### src/rtl/himax_roi_scheduler_if.sv
// Downscaler capture handshake and ML engine handshake seen by himax_roi_scheduler.
interface himax_roi_scheduler_if;
  logic [2:0] o_frame_sel;
  logic       o_rd_rdy;
  logic       i_rd_done;
  logic       o_ml_start;
  logic [2:0] o_ml_win;
  logic       i_ml_done;

  modport master (
    output o_frame_sel, o_rd_rdy, o_ml_start, o_ml_win,
    input  i_rd_done, i_ml_done
  );

  modport slave (
    input  o_frame_sel, o_rd_rdy, o_ml_start, o_ml_win,
    output i_rd_done, i_ml_done
  );
endinterface

### src/rtl/himax_roi_scheduler.sv
// Walks the enabled ROI windows: select, settle, capture, run ML, repeat.
// Optional capture timeout is built when HIMAX_ROI_TIMEOUT_EN is defined.
module himax_roi_scheduler #(
  parameter int unsigned SETTLE_FRAMES  = 1,
  parameter int unsigned TIMEOUT_FRAMES = 4
) (
  input  logic                         clk,
  input  logic                         resetn,
  input  logic                         i_enable,
  input  logic [5:0]                   i_win_mask,
  input  logic                         i_cam_vsync,
  himax_roi_scheduler_if.master        bus,
  output logic                         o_busy,
  output logic                         o_timeout
);

  localparam int unsigned IDX_W    = 3;
  localparam int unsigned SETTLE_W = 3;
  localparam int unsigned TO_W     = 4;
  localparam logic [IDX_W-1:0] FULL_FRAME  = IDX_W'(5);
  localparam bit               SKIP_SETTLE = (SETTLE_FRAMES == 0);

  if (SETTLE_FRAMES > 7 || TIMEOUT_FRAMES < 1 || TIMEOUT_FRAMES > 15) begin : g_bad_param
    $error("himax_roi_scheduler: SETTLE_FRAMES or TIMEOUT_FRAMES out of range");
  end

  typedef enum logic [2:0] {
    IDLE, SELECT, SETTLE, ARM, ML_START, ML_WAIT
  } state_t;

  state_t               state, state_d;
  logic [IDX_W-1:0]     cur, cur_d, frame_sel_d, ml_win_d;
  logic [SETTLE_W-1:0]  settle_cnt, settle_d;
  logic                 rd_rdy_d, ml_start_d, busy_d;
  logic                 vs_s1, vs_s2, vs_s3;
  logic                 fe;
  logic                 to_hit;

  // Next enabled window after cur, wrapping 5->0; cur itself is tried last.
  function automatic logic [IDX_W-1:0] next_win(input logic [IDX_W-1:0] c,
                                                input logic [5:0] mask);
    logic [IDX_W-1:0] idx;
    logic             found;
    next_win = c;
    found    = 1'b0;
    for (int k = 1; k <= 6; k++) begin
      idx = IDX_W'((int'(c) + k) % 6);
      if (!found && mask[idx]) begin
        next_win = idx;
        found    = 1'b1;
      end
    end
  endfunction

  // vsync synchronizer; fe marks the end of an active frame
  always_ff @(posedge clk) begin
    if (!resetn) begin
      vs_s1 <= 1'b0;
      vs_s2 <= 1'b0;
      vs_s3 <= 1'b0;
    end else begin
      vs_s1 <= i_cam_vsync;
      vs_s2 <= vs_s1;
      vs_s3 <= vs_s2;
    end
  end

  assign fe = vs_s3 & ~vs_s2;

`ifdef HIMAX_ROI_TIMEOUT_EN
  logic [TO_W-1:0] to_cnt;

  assign to_hit = (state == ARM) && i_enable && fe && !bus.i_rd_done &&
                  (({1'b0, to_cnt} + 5'd1) >= 5'(TIMEOUT_FRAMES));

  // Frame ends seen while waiting in ARM; cleared whenever ARM is not active
  always_ff @(posedge clk) begin
    if (!resetn) begin
      to_cnt <= '0;
    end else if (state != ARM) begin
      to_cnt <= '0;
    end else if (fe && to_cnt != TO_W'(TIMEOUT_FRAMES)) begin
      to_cnt <= to_cnt + TO_W'(1);
    end
  end

  always_ff @(posedge clk) begin
    if (!resetn) begin
      o_timeout <= 1'b0;
    end else if (!i_enable) begin
      o_timeout <= 1'b0;
    end else if (to_hit) begin
      o_timeout <= 1'b1;
    end
  end
`else
  assign to_hit    = 1'b0;
  assign o_timeout = 1'b0;
`endif

  // State and registered outputs
  always_ff @(posedge clk) begin
    if (!resetn) begin
      state           <= IDLE;
      cur             <= FULL_FRAME;
      settle_cnt      <= '0;
      bus.o_frame_sel <= FULL_FRAME;
      bus.o_rd_rdy    <= 1'b0;
      bus.o_ml_start  <= 1'b0;
      bus.o_ml_win    <= '0;
      o_busy          <= 1'b0;
    end else begin
      state           <= state_d;
      cur             <= cur_d;
      settle_cnt      <= settle_d;
      bus.o_frame_sel <= frame_sel_d;
      bus.o_rd_rdy    <= rd_rdy_d;
      bus.o_ml_start  <= ml_start_d;
      bus.o_ml_win    <= ml_win_d;
      o_busy          <= busy_d;
    end
  end

  // Next state; an active ML job always runs to i_ml_done
  always_comb begin
    state_d = state;
    case (state)
      IDLE:     if (i_enable && (i_win_mask != '0)) state_d = SELECT;
      SELECT: begin
        if (!i_enable || (i_win_mask == '0)) state_d = IDLE;
        else if (SKIP_SETTLE)               state_d = ARM;
        else                                 state_d = SETTLE;
      end
      SETTLE: begin
        if (!i_enable) state_d = IDLE;
        else if ((settle_cnt == '0) || (fe && settle_cnt == SETTLE_W'(1))) state_d = ARM;
      end
      ARM: begin
        if (!i_enable)             state_d = IDLE;
        else if (bus.i_rd_done)    state_d = ML_START;
        else if (to_hit)           state_d = SELECT;
      end
      ML_START: state_d = ML_WAIT;
      ML_WAIT:  if (bus.i_ml_done) state_d = i_enable ? SELECT : IDLE;
      default:  state_d = IDLE;
    endcase
  end

  // Register inputs for outputs and datapath
  always_comb begin
    cur_d       = cur;
    frame_sel_d = bus.o_frame_sel;
    settle_d    = settle_cnt;
    ml_win_d    = bus.o_ml_win;
    rd_rdy_d    = (state_d == ARM);
    ml_start_d  = (state_d == ML_START);
    busy_d      = (state_d != IDLE);
    if (state == SELECT && state_d != IDLE) begin
      cur_d       = next_win(cur, i_win_mask);
      frame_sel_d = cur_d;
      settle_d    = SETTLE_W'(SETTLE_FRAMES);
    end
    if (state == SETTLE && fe && settle_cnt != '0) begin
      settle_d = settle_cnt - SETTLE_W'(1);
    end
    if (state == ARM && state_d == ML_START) begin
      ml_win_d = cur;
    end
  end

endmodule
### src/flat_wrapper.sv
// flat-port wrapper written by rule: the top's interface ports become plain ports
module himax_roi_scheduler_flat 
#(
  parameter int unsigned SETTLE_FRAMES  = 1,
  parameter int unsigned TIMEOUT_FRAMES = 4
)
  (clk, resetn, i_enable, i_win_mask, i_cam_vsync, o_busy, o_timeout, bus_o_frame_sel, bus_o_rd_rdy, bus_o_ml_start, bus_o_ml_win, bus_i_rd_done, bus_i_ml_done);
  himax_roi_scheduler_if bus_i ();
  input  logic clk;
  input  logic resetn;
  input  logic i_enable;
  input  logic [5:0] i_win_mask;
  input  logic i_cam_vsync;
  output logic o_busy;
  output logic o_timeout;
  output wire logic [$bits(bus_i.o_frame_sel)-1:0] bus_o_frame_sel;
  output wire logic [$bits(bus_i.o_rd_rdy)-1:0] bus_o_rd_rdy;
  output wire logic [$bits(bus_i.o_ml_start)-1:0] bus_o_ml_start;
  output wire logic [$bits(bus_i.o_ml_win)-1:0] bus_o_ml_win;
  input wire logic [$bits(bus_i.i_rd_done)-1:0] bus_i_rd_done;
  input wire logic [$bits(bus_i.i_ml_done)-1:0] bus_i_ml_done;
  assign bus_o_frame_sel = bus_i.o_frame_sel;
  assign bus_o_rd_rdy = bus_i.o_rd_rdy;
  assign bus_o_ml_start = bus_i.o_ml_start;
  assign bus_o_ml_win = bus_i.o_ml_win;
  assign bus_i.i_rd_done = bus_i_rd_done;
  assign bus_i.i_ml_done = bus_i_ml_done;
  himax_roi_scheduler #(.SETTLE_FRAMES(SETTLE_FRAMES), .TIMEOUT_FRAMES(TIMEOUT_FRAMES)) u_core (.clk(clk), .resetn(resetn), .i_enable(i_enable), .i_win_mask(i_win_mask), .i_cam_vsync(i_cam_vsync), .bus(bus_i), .o_busy(o_busy), .o_timeout(o_timeout));
endmodule
### config.mk
export PLATFORM = sky130hd
export DESIGN_NAME = himax_roi_scheduler_flat
export DESIGN_NICKNAME = d
export VERILOG_FILES = /design/src/rtl/himax_roi_scheduler_if.sv /design/src/rtl/himax_roi_scheduler.sv /design/src/flat_wrapper.sv
export SDC_FILE = /design/constraint.sdc
export NUM_CORES = 1
export LEC_CHECK = 0
export CAP_MARGIN = 30
export CORE_MARGIN = 3
export CORE_UTILIZATION = 54
export DETAILED_ROUTE_END_ITERATION = 10
export HOLD_SLACK_MARGIN = 0.15
export PLACE_DENSITY = 0.78
export SYNTH_ARGS = -nofsm -noshare
export SYNTH_HDL_FRONTEND = slang
export SYNTH_SLANG_ARGS = --single-unit
export TNS_END_PERCENT = 10
### constraint.sdc
create_clock -name clk -period 5.2 [get_ports clk]
set_clock_uncertainty 0.15 [all_clocks]
set_input_delay 1.04 -clock clk [delete_from_list [all_inputs] [get_ports clk]]
set_output_delay 1.04 -clock clk [all_outputs]
set_load 0.005 [all_outputs]
==> results by group <==
Outcome
  – Status: completed

Critical path
  – R2R cell count: 12
  – Reg2reg setup slack: between 1000 and 1500 ps
  – Worst setup endpoint: u_core.bus.o_frame_sel[0]$_SDFFE_PN1P_
  – WP data arrival: 3900 ps
  – Reg2reg end: u_core.bus.o_frame_sel[0]$_SDFFE_PN1P_
  – Critical path type: flop to flop
  – WP data required: roughly 5200 ps
  – Worst reg2reg startpoint: u_core.bus.o_frame_sel[1]$_SDFFE_PN0P_
  – Crit start category: flop
  – Worst setup path startpoint: u_core.bus.o_frame_sel[1]$_SDFFE_PN0P_
  – Critical Path Fanout Max: 9
  – CP endpoint kind: flop

Floorplanning
  – Die Ht: 64.20 um
  – Starting Density: 58.02%
  – FP Rows: 20
  – Die Wd: around 64 um
  – Die area: approximately 4100 um2
  – Core area: 3153 um2
  – Boundary pin count: 22

STA
  – Final Hold Fails: 0
  – FMAX: between 200 and 300 MHz
  – Worst-margin pin slew: approximately 660 ps
  – RSZ-0062 raised after global routing: no
  – Slew Limit Fails: 0
  – Slew HR: 55.99%
  – Final Critical Period: 3856 ps
  – Setup_tns: 0 ps
  – Hold_ws: 305.2 ps
  – Period utilization: between 70 and 80%
  – Final setup vio count: 0

Routing
  – DR vias: 1738
  – Wire length per cell: ~14 um
  – Starting DRC count in detailed routing: 163
  – WL final: 4217 um
  – DR pass1 iterations: 4
  – Post-route DRC: 0
  – Vias/cell: just under 6
  – Post-DRT Antenna Nets: 0

Power and ir drop
  – Power share of the sequential group: about 34%
  – Tot Pwr: 448.2 uW
  – Switching Fraction: between 30% and 40%
  – Net switching power: 169.0 uW
  – Clock Power Share: 19.5%
  – P_leak: a little over 0.8 nW
  – Pwr/cell area: 217.5 nW/um2
  – Comb pwr share: 46.7%
  – Power Internal: between 200 and 300 uW
  – Peak supply drop: between 0.1 and 0.15 mV

Synth
  – Mux contribution to synthesized area: 7.456%
  – Yosys cell types: 64
  – Synth area leaders: dfxtp_1 (20%), ha_1 (8.9%), a21oi_1 (6.0%)
  – Post-Synth Simple-Gate Area: 32.28%
  – Most common cell in the synthesized netlist: nand2_1
  – Synth top area share: between 10% and 20%
  – Post-synthesis sequential area ratio: 19.70%
  – Top post-synthesis cells by count: nand2_1 (25), a21oi_1 (22), dfxtp_1 (18)
  – Post-synth top flop: dfxtp_1
  – Xor-xnor portion of the synthesized cell area: about 2.3%
  – Syn Area/Cell: between 7 and 8 um2
  – Async S/R FF share, synth: 0%
  – Synth Area in Compound Gates: between 20 and 25%
  – Post-Synthesis Cells: roughly 240
  – Synth warnings: 0
  – Cell Area, Synth: about 1800 um2
  – Post-Synth Adder-Cell Area: 8.892%
  – Post-synthesis sequential element count: 18
  – Largest family of logic cells by synthesized area: simple AND/OR/NAND/NOR gates
  – Syn nets: 260
  – Largest area contributor in the netlist: dfxtp_1
  – Post-synth EDFFs: 0

Clock network
  – H-Tree Depth: 1
  – Clk sinks: 18
  – CTS clk-pin slew, worst paths: approximately 100 ps
  – Total CTS buffers: 3
  – Hold buffer count at CTS: 0
  – # resized after CTS: 0
  – Clock Path Buffers: 2
  – CTS tree: yes
  – Clock tree root driver cell: clkbuf_4
  – Worst-skew pair later-pin latency: ~300 ps
  – Setup Fix Bufs, Post-CTS: 0

GRT
  – Vias in the first global route: between 1500 and 2000
  – Total gr overflow: 0
  – First-pass GRT wire length: ~7300 um
  – Initial antenna violation count: 0
  – Largest net degree at the start of global routing: 23
  – Total GRT Usage: around 22%

Job
  – Max-Cap Viols: 0

Place
  – Number of port buffers: 20
  – DP HPWL: 3216 um
  – Gpl congestion: around 0.95

Final layout
  – Filler Cell Count: approximately 300
  – Final nets: about 280
  – Layout cells sized above 1: about a tenth
  – Final antenna diode count: 0
  – Register area: about 360 um2
  – Area occupied by multi-input gates: 1360 um2
  – Area Growth Syn to Fin: 12.65%

Min path
  – HP Start: u_core.vs_s1$_SDFF_PN0_
  – Worst min path class: flop to flop
## kinds of logic after synthesis
logic type                 count (synthesis)
xor gates and xnor gates                   4
buffers and inverters                     22
other                                      1
AOI/OAI and AO/OA                         61
and+or+nand+nor                          106
DFF                                       18
muxes                                     10
adders and majority gates                 13
## critical path: stages, from the launching register on
cell	delay, ps
dfxtp_1	530
inv_1	180
ha_1	350
a21oi_1	360
inv_1	140
ha_1	320
nand2b_1	180
o211ai_1	260
a21boi_0	130
nor4b_1	500
nor3_1	150
a21oi_1	180
mux2_1	340
## worst min-delay path by stage
stage / end / cells after the start / slack [ps]
2_1_floorplan: u_core.vs_s2$_SDFF_PN0_ / 1 / 260
5_1_grt: u_core.vs_s2$_SDFF_PN0_ / 1 / 330
6_report: u_core.vs_s2$_SDFF_PN0_ / 1 / 310
3_3_place_gp: u_core.vs_s2$_SDFF_PN0_ / 1 / 270
3_5_place_dp: u_core.vs_s2$_SDFF_PN0_ / 1 / 280
4_1_cts: u_core.vs_s2$_SDFF_PN0_ / 1 / 310
## per-stage QoR
stage | utilization (%) | area, um2 | instances | setup slack, ps
final | 65.36 | 2061 | 293 | 1344
after global routing | 65.36 | 2061 | 293 | 1040
after CTS | 65.36 | 2061 | 293 | 1404
after detailed placement | 64.21 | 2024 | 289 | 1447
after global placement | 64.21 | 2024 | 289 | 1499
after floorplan | - | 1829 | 235 | 1834
## flip-flops by register name, indices dropped and copies added, names as in the netlist
| signal | cells |
|---|---|
| u_core.bus.o_frame_sel | 3 |
| u_core.bus.o_ml_win | 3 |
| u_core.settle_cnt | 3 |
| u_core.state | 3 |
| u_core.bus.o_ml_start | 1 |
| u_core.bus.o_rd_rdy | 1 |
| u_core.o_busy | 1 |
| u_core.vs_s1 | 1 |
| u_core.vs_s2 | 1 |
| u_core.vs_s3 | 1 |
## final cells by class
type | count | area share [%]
tap | 44 | 2.672
timing repair buffer | 21 | 10.08
sequential | 18 | 17.49
inverter | 11 | 2.004
clock buffer | 4 | 1.761
multi-input combinational | 195 | 66.00
## power groups by stage
stage | combinational (mW) | sequential (mW) | clock [mW]
after detailed placement | 0.205 | 0.154 | 0
final | 0.210 | 0.151 | 0.0873
after CTS | 0.206 | 0.151 | 0.0905
after global routing | 0.231 | 0.153 | 0.0959
after global placement | 0.203 | 0.154 | 0
after floorplan | 0.166 | 0.151 | 0
## per-layer routing
| metal | track usage [%] | share of wire [%] | vias to the layer above |
|---|---|---|---|
| met1 | 32.62 | 49 | 793 |
| met4 | 4.749 | 0.59 | 0 |
| met2 | 31.48 | 42 | 69 |
| met5 | 0 | 0 | - |
| met3 | 5.097 | 7.5 | 4 |
| li1 | - | - | 872 |
## cell usage in the layout (no fill, tap or decap), drive strengths merged, types with 3 or more instances in the layout
cell           netlist  routed
clkdlybuf4s50        0      20
nor3                 7       7
nand3b               5       5
nand4                3       3
nor2b               10      10
o21ai                9       9
and2                10      10
xnor2                3       3
nor4                 4       4
mux2i                7       7
nor3b                4       4
nor2                15      15
or4                  3       3
a21boi               3       3
a22oi                3       3
dfxtp               18      18
nand2               26      26
a21oi               22      22
inv                 10      10
o211ai               5       5
nand2b               5       5
mux2                 3       3
clkbuf               4       4
nand3                4       4
ha                  13      13
or2                  3       3
Note: power is estimated with default switching activity, not from simulation.
